<file path="config.mk">
export PLATFORM = sky130hd
export DESIGN_NAME = uart_tx_frame
export DESIGN_NICKNAME = d
export VERILOG_FILES = /design/src/rtl/uart_pkg.sv /design/src/rtl/uart_tx_parity_calc.sv /design/src/rtl/uart_tx_frame.sv
export SDC_FILE = /design/constraint.sdc
export NUM_CORES = 1
export LEC_CHECK = 0
export CORE_MARGIN = 2
export CORE_UTILIZATION = 30
export CTS_CLUSTER_DIAMETER = 80
export DETAILED_ROUTE_END_ITERATION = 10
export HOLD_SLACK_MARGIN = 0.08
export SYNTH_ARGS = -nofsm -noshare
export SYNTH_HDL_FRONTEND = slang
export SYNTH_SLANG_ARGS = --single-unit
</file>
<file path="constraint.sdc">
create_clock -name i_tx_clk -period 1.8 [get_ports i_tx_clk]
set_input_delay 0.36 -clock i_tx_clk [delete_from_list [all_inputs] [get_ports i_tx_clk]]
set_output_delay 0.36 -clock i_tx_clk [all_outputs]
set_load 0.02 [all_outputs]
</file>
<file path="src/rtl/uart_pkg.sv">
// -----------------------------------------------------------------------------
// uart_pkg
// Shared UART definitions used by the transmitter (and the receiver):
//   - tx_state_e : frame FSM state encoding (IDLE, START, DATA, PARITY, STOP)
//   - PAR_EVEN / PAR_ODD : parity-type selector values
//   - IDLE_BIT / START_BIT / STOP_BIT : serial line levels
// -----------------------------------------------------------------------------
package uart_pkg;

  typedef enum logic [2:0] {
    IDLE   = 3'd0,
    START  = 3'd1,
    DATA   = 3'd2,
    PARITY = 3'd3,
    STOP   = 3'd4
  } tx_state_e;

  localparam logic PAR_EVEN  = 1'b0;
  localparam logic PAR_ODD   = 1'b1;

  localparam logic IDLE_BIT  = 1'b1;
  localparam logic START_BIT = 1'b0;
  localparam logic STOP_BIT  = 1'b1;

endpackage : uart_pkg

</file>
<file path="src/rtl/uart_tx_parity_calc.sv">
// -----------------------------------------------------------------------------
// uart_tx_parity_calc
// Combinational parity generator shared by the UART transmitter and the
// receiver's parity checker.
// Ports:
//   data     in  DATA_WIDTH  payload bits
//   par_typ  in  1           PAR_EVEN (0) or PAR_ODD (1)
//   par      out 1           parity bit to place on the line
// -----------------------------------------------------------------------------
module uart_tx_parity_calc
  import uart_pkg::*;
#(
  parameter int DATA_WIDTH = 8
) (
  input  logic [DATA_WIDTH-1:0] data,
  input  logic                  par_typ,
  output logic                  par
);

  // Even parity is the XOR of the payload; odd parity is its inverse.
  always_comb begin
    par = 1'b0;
    if (par_typ == PAR_ODD) begin
      par = ~(^data);
    end else begin
      par = ^data;
    end
  end

endmodule : uart_tx_parity_calc

</file>
<file path="src/rtl/uart_tx_frame.sv">
// -----------------------------------------------------------------------------
// uart_tx_frame
// UART transmitter running on the divided TX clock: one line bit per clock.
// Frame = start(0), DATA_WIDTH data bits LSB first, optional parity, stop(1).
// Ports:
//   i_tx_clk      in  1           TX clock, rising edge
//   i_rst         in  1           synchronous active-high reset
//   i_p_data      in  DATA_WIDTH  payload, captured only on acceptance
//   i_data_valid  in  1           send request, honoured only in IDLE
//   i_par_en      in  1           1 = append parity bit
//   i_par_typ     in  1           0 = even, 1 = odd parity
//   o_tx_out      out 1           serial line (flop output, idles high)
//   o_busy        out 1           high from start bit through stop bit
// -----------------------------------------------------------------------------
module uart_tx_frame
  import uart_pkg::*;
#(
  parameter int DATA_WIDTH = 8
) (
  input  logic                  i_tx_clk,
  input  logic                  i_rst,
  input  logic [DATA_WIDTH-1:0] i_p_data,
  input  logic                  i_data_valid,
  input  logic                  i_par_en,
  input  logic                  i_par_typ,
  output logic                  o_tx_out,
  output logic                  o_busy
);

  localparam int CNT_W = (DATA_WIDTH > 1) ? $clog2(DATA_WIDTH) : 1;
  localparam logic [CNT_W-1:0] LAST_BIT = CNT_W'(DATA_WIDTH - 1);

  tx_state_e             state;
  logic [CNT_W-1:0]      cnt;
  logic [CNT_W-1:0]      cnt_next;
  logic [DATA_WIDTH-1:0] frame_data;
  logic                  frame_par_en;
  logic                  frame_par_typ;
  logic                  frame_par_bit;
  logic                  tx_out;
  logic                  busy;

  assign cnt_next = cnt + {{(CNT_W-1){1'b0}}, 1'b1};

  // Parity is derived from the frame registers, so mid-frame input changes
  // cannot disturb the bit on the line.
  uart_tx_parity_calc #(
    .DATA_WIDTH (DATA_WIDTH)
  ) u_parity (
    .data    (frame_data),
    .par_typ (frame_par_typ),
    .par     (frame_par_bit)
  );

  // Frame FSM. The line value for the *next* state is registered on the same
  // edge as the state change, so o_tx_out always comes straight from a flop.
  always_ff @(posedge i_tx_clk) begin
    if (i_rst) begin
      state         <= IDLE;
      cnt           <= '0;
      frame_data    <= '0;
      frame_par_en  <= 1'b0;
      frame_par_typ <= 1'b0;
      tx_out        <= IDLE_BIT;
      busy          <= 1'b0;
    end else begin
      case (state)
        IDLE: begin
          cnt <= '0;
          if (i_data_valid) begin
            frame_data    <= i_p_data;
            frame_par_en  <= i_par_en;
            frame_par_typ <= i_par_typ;
            state         <= START;
            tx_out        <= START_BIT;
            busy          <= 1'b1;
          end else begin
            tx_out <= IDLE_BIT;
            busy   <= 1'b0;
          end
        end

        START: begin
          state  <= DATA;
          cnt    <= '0;
          tx_out <= frame_data[0];
          busy   <= 1'b1;
        end

        DATA: begin
          busy <= 1'b1;
          if (cnt == LAST_BIT) begin
            if (frame_par_en) begin
              state  <= PARITY;
              tx_out <= frame_par_bit;
            end else begin
              state  <= STOP;
              tx_out <= STOP_BIT;
            end
          end else begin
            cnt    <= cnt_next;
            tx_out <= frame_data[cnt_next];
          end
        end

        PARITY: begin
          state  <= STOP;
          tx_out <= STOP_BIT;
          busy   <= 1'b1;
        end

        STOP: begin
          // Leaving STOP always passes through IDLE, giving the mandatory
          // idle cycle between frames.
          state  <= IDLE;
          tx_out <= IDLE_BIT;
          busy   <= 1'b0;
        end

        default: begin
          state  <= IDLE;
          cnt    <= '0;
          tx_out <= IDLE_BIT;
          busy   <= 1'b0;
        end
      endcase
    end
  end

  assign o_tx_out = tx_out;
  assign o_busy   = busy;

endmodule : uart_tx_frame

</file>
==> results of run 1 <==
[where the power goes]
part	internal (W)	switching [W]	leakage, nW	total [W]
sequential	0.000440	0.0000563	0.148	0.000497
combinational	0.000157	0.000128	0.226	0.000285
clock	0.000123	0.000127	0.0210	0.000250
[repair_timing]
| action | 4_1_cts | 5_1_grt |
|---|---|---|
| endpoints found under the setup margin | 0 | 1 |
| hold buffers | 0 | 0 |
| gates resized for setup | 0 | 1 |
[worst register-to-register path, delay by kind of cell, from the launching register on]
family	cells	cell delay, ns
multiplexers	2	0.61
flip-flops	1	0.42
AND/OR/NAND/NOR	2	0.19
AO/OA/AOI/OAI	1	0.09
adder cells (fa/ha/maj)	1	0.35
[sequential cells by signal, indices dropped and copies added (netlist names)]
signal	cells
frame_par_typ	1
frame_data	8
o_tx_out	1
frame_par_en	1
cnt	3
state	3
o_busy	1
[placed cells by master, fill, tap and decap left out]
| cell type | netlist | layout |
|---|---|---|
| sky130_fd_sc_hd__a2111oi_0 | 1 | 1 |
| sky130_fd_sc_hd__a21oi_1 | 14 | 14 |
| sky130_fd_sc_hd__buf_4 | 1 | 2 |
| sky130_fd_sc_hd__clkbuf_4 | 0 | 3 |
| sky130_fd_sc_hd__clkbuf_8 | 0 | 1 |
| sky130_fd_sc_hd__clkdlybuf4s50_1 | 0 | 14 |
| sky130_fd_sc_hd__dfxtp_1 | 18 | 18 |
| sky130_fd_sc_hd__ha_1 | 2 | 1 |
| sky130_fd_sc_hd__ha_2 | 0 | 1 |
| sky130_fd_sc_hd__inv_1 | 3 | 3 |
| sky130_fd_sc_hd__mux2_2 | 1 | 1 |
| sky130_fd_sc_hd__mux2i_1 | 4 | 4 |
| sky130_fd_sc_hd__mux4_2 | 1 | 1 |
| sky130_fd_sc_hd__nand2_1 | 25 | 25 |
| sky130_fd_sc_hd__nand3_1 | 1 | 1 |
| sky130_fd_sc_hd__nand3b_1 | 1 | 1 |
| sky130_fd_sc_hd__nor2_1 | 5 | 5 |
| sky130_fd_sc_hd__nor2b_1 | 1 | 1 |
| sky130_fd_sc_hd__nor3_1 | 2 | 2 |
| sky130_fd_sc_hd__nor4b_1 | 1 | 1 |
| sky130_fd_sc_hd__nor4b_4 | 1 | 1 |
| sky130_fd_sc_hd__o2111ai_1 | 3 | 3 |
| sky130_fd_sc_hd__o211ai_1 | 1 | 1 |
| sky130_fd_sc_hd__o21ai_0 | 4 | 4 |
| sky130_fd_sc_hd__or3_1 | 1 | 1 |
| sky130_fd_sc_hd__xnor2_1 | 5 | 5 |
| sky130_fd_sc_hd__xnor3_2 | 1 | 1 |
| sky130_fd_sc_hd__xor2_1 | 1 | 1 |
[Yosys cell counts (2+ instances only)]
library cell                instances
sky130_fd_sc_hd__ha_1               2
sky130_fd_sc_hd__xnor2_1            5
sky130_fd_sc_hd__dfxtp_1           18
sky130_fd_sc_hd__mux2i_1            4
sky130_fd_sc_hd__clkbuf_1           2
sky130_fd_sc_hd__a21oi_1           14
sky130_fd_sc_hd__nand2_1           25
sky130_fd_sc_hd__inv_1              3
sky130_fd_sc_hd__o21ai_0            4
sky130_fd_sc_hd__nor3_1             2
sky130_fd_sc_hd__buf_6              2
sky130_fd_sc_hd__o2111ai_1          3
sky130_fd_sc_hd__nor2_1             5
[metal layers]
layer  up-vias  wire (um)  GRT usage [%]
met1       316        816           14.3
met4         0         47           7.14
met5         -          0              0
met2        17        837           18.9
li1        382          -              -
met3         4         78           2.64
[stage by stage]
stage / cell area [sq um] / total power [W] / cells
detailed placement: 1050 / 0.000791 / 144
global placement: 1050 / 0.000780 / 144
floorplan: 897 / 0.000713 / 102
finish: 1090 / 0.00103 / 148
global route: 1090 / 0.00110 / 148
CTS: 1090 / 0.00104 / 148
[worst paths after layout]
check | start | end | slack [ns] | cells after the start
setup / recovery | cnt[0] | o_tx_out | 0.09 | 6
hold / removal | cnt[2] | cnt[2] | 0.47 | 2
setup reg to reg | cnt[0] | o_tx_out | 0.09 | 6
hold reg to reg | cnt[2] | cnt[2] | 0.47 | 2
[cell type report]
class | count | share of cell area (%)
clock buffers | 4 | 3.32
repair buffers | 16 | 14.2
flip-flops and latches | 18 | 33.0
inverters | 3 | 1.03
well taps | 31 | 3.55
multi-input cells | 76 | 44.9
[cell families (layout without fill, tap and decap cells)]
kind of cell             count (synthesis)  in the layout  share of synthesized area, %
flip-flops                              18             18                          40.2
AND/OR/NAND/NOR                         38             38                          20.1
AO/OA/AOI/OAI                           23             23                          14.8
buffers and inverters                    8             23                          5.44
multiplexers                             6              6                          8.23
XOR/XNOR                                 7              7                          8.51
adder cells (fa/ha/maj)                  2              2                          2.79
==> metrics.md, run 1 <==
| Metric | Value |
|---|---|
| Cell variety after synth | `26` |
| Result of the run | `finished, final reports clean` |
| Detail Placement HPWL | `between 1000 and 1500 um` |
| Cell at the slowest stage of the critical path | `sky130_fd_sc_hd__mux4_2` |
| Starting density of the core | `a little under a third` |
| Max H-tree Level | `1` |
| Ratio of cells with drive above 1 in the final layout | `9.40%` |
| Peak supply drop | `~0.3 mV` |
| Die width | `approximately 60 um` |
| Signed area change from the synthesized netlist to the final layout | `21.8%` |
| Primary FF master, synth | `sky130_fd_sc_hd__dfxtp_1` |
| Unrepaired setup endpoints after global routing | `no` |
| Clock input transition at the sequential cells of the worst setup and hold paths | `about 0.11 ns` |
| Number of routed nets with antenna violations | `0` |
| Area share of the largest cell type after synthesis | `approximately 40%` |
| Fraction of registers with async set or reset after synthesis | `0%` |
| Grt total ovfl | `0` |
| Insertion delay to the later sink of the worst-skew pair | `between 0.2 and 0.3 ns` |
| Crit-path max FO | `5` |
| Share of the core filled with cells in the final layout | `slightly below 40%` |
| Area taken by multi-input logic gates | `490 sq um` |
| Chain of cells forming the critical path | `ha_2, mux2i_1, mux4_2, nand2_1, o2111ai_1, nand3_1` |
| Cell family with most CP delay | `multiplexers` |
| Number of port buffers | `14` |
| Yosys reg bits | `18` |
| Kind of end point of the critical path | `register` |
| Residual DRC count | `0` |
| Mean instance size in the synthesized netlist | `roughly 8.8 sq um` |
| Vias | `719` |
| Final count of pins violating max slew | `0` |
| Min-Delay Path Class | `register to register` |
| Number of global-route vias before repair | `between 700 and 800` |
| Worst slew pin tran | `roughly 0.44 ns` |
| Standard-cell rows | `19` |
| Total of fill cells in the finished design | `303` |
| Setup TNS Final | `0 ns` |
| Final worst path period need | `between 1.5 and 2 ns` |
| Count of flip-flops with a built-in enable after synthesis | `0` |
| Postcts setup bufs | `0` |
| CP required | `2.04 ns` |
| Pwr dens | `944 nW/um^2` |
| Clock Tree Buf Depth | `2` |
| Vert. Die Dim | `approximately 59 um` |
| Number of clock buffers inserted by TritonCTS | `3` |
| Top cells by area, synth | `sky130_fd_sc_hd__dfxtp_1 (40%), sky130_fd_sc_hd__nand2_1 (10%), sky130_fd_sc_hd__a21oi_1 (7.8%)` |
| Arrival @ worst endpoint | `approximately 1.9 ns` |
| Post-Syn Nets | `approximately 120` |
| Number of failing hold endpoints at the final stage | `0` |
| Summed instance area of the synthesized netlist | `between 800 and 900 sq um` |
| Sum of routed wire length over all layers | `~1800 um` |
| Number of buffer and inverter stages on the critical path | `0` |
| Number of antenna violations at the first check in global routing | `0` |
| Maximum clock rate | `0.586 GHz` |
| Element type at the critical path start | `register` |
| Clock Tree Root | `sky130_fd_sc_hd__clkbuf_4` |
| Post-Synthesis Cells | `102` |
| Final net count | `133` |
| Maximum clock skew at final layout | `0.00473 ns` |
| Number of placed I/O pins | `15` |
| Share of the clock period used by the worst path after layout | `a little over nine tenths` |
| # diodes | `0` |
| Clock tree from TritonCTS | `built` |
| Synthesis warning total | `0` |
| Type of the worst setup path | `register to register` |
| Number of clock sinks | `18` |
| First-pass GRT wire length | `3080 um` |
| Cell type with the largest total area after synthesis | `sky130_fd_sc_hd__dfxtp_1` |
| Maximum number of pins on one net before global-route repair | `16` |
| Worst max-slew margin expressed relative to the limit | `70.4%` |
| Violation count after the first detailed-routing iteration | `9` |
| Last weighted congestion value of the routability-driven placer | `~0.87` |
| Number of failing setup endpoints in the final timing report | `0` |
| Post-synthesis sequential area ratio | `between 40 and 50%` |
| Mean number of vias per cell | `4.86` |
| Total of max-cap violations | `0` |
| Leakage | `around 0.4 nW` |
| Final setup margin | `0.0931 ns` |
| Overall fraction of global-route tracks in use | `between 10% and 20%` |
| Post-Route Hold Slack | `approximately 0.47 ns` |
| Largest stage delay, worst path | `about 0.47 ns` |
| TritonRoute pass-1 iters | `4` |
| Wire per inst | `12.0 um` |
| Area inside the core boundary | `2810 sq um` |
| Post-placement worst setup slack | `roughly 0.10 ns` |
| Die ar. | `around 3400 sq um` |
| Area used by sequential logic in the layout | `around 360 sq um` |
Note: power is estimated with default switching activity, not from simulation.
==> inputs of run 2 (changes only) <==
- GPL_ROUTABILITY_DRIVEN: default -> 0
- TNS_END_PERCENT: default -> 100
==> results of run 2 <==
No change in the layout: final DEF, timing and power equal those of run 1.
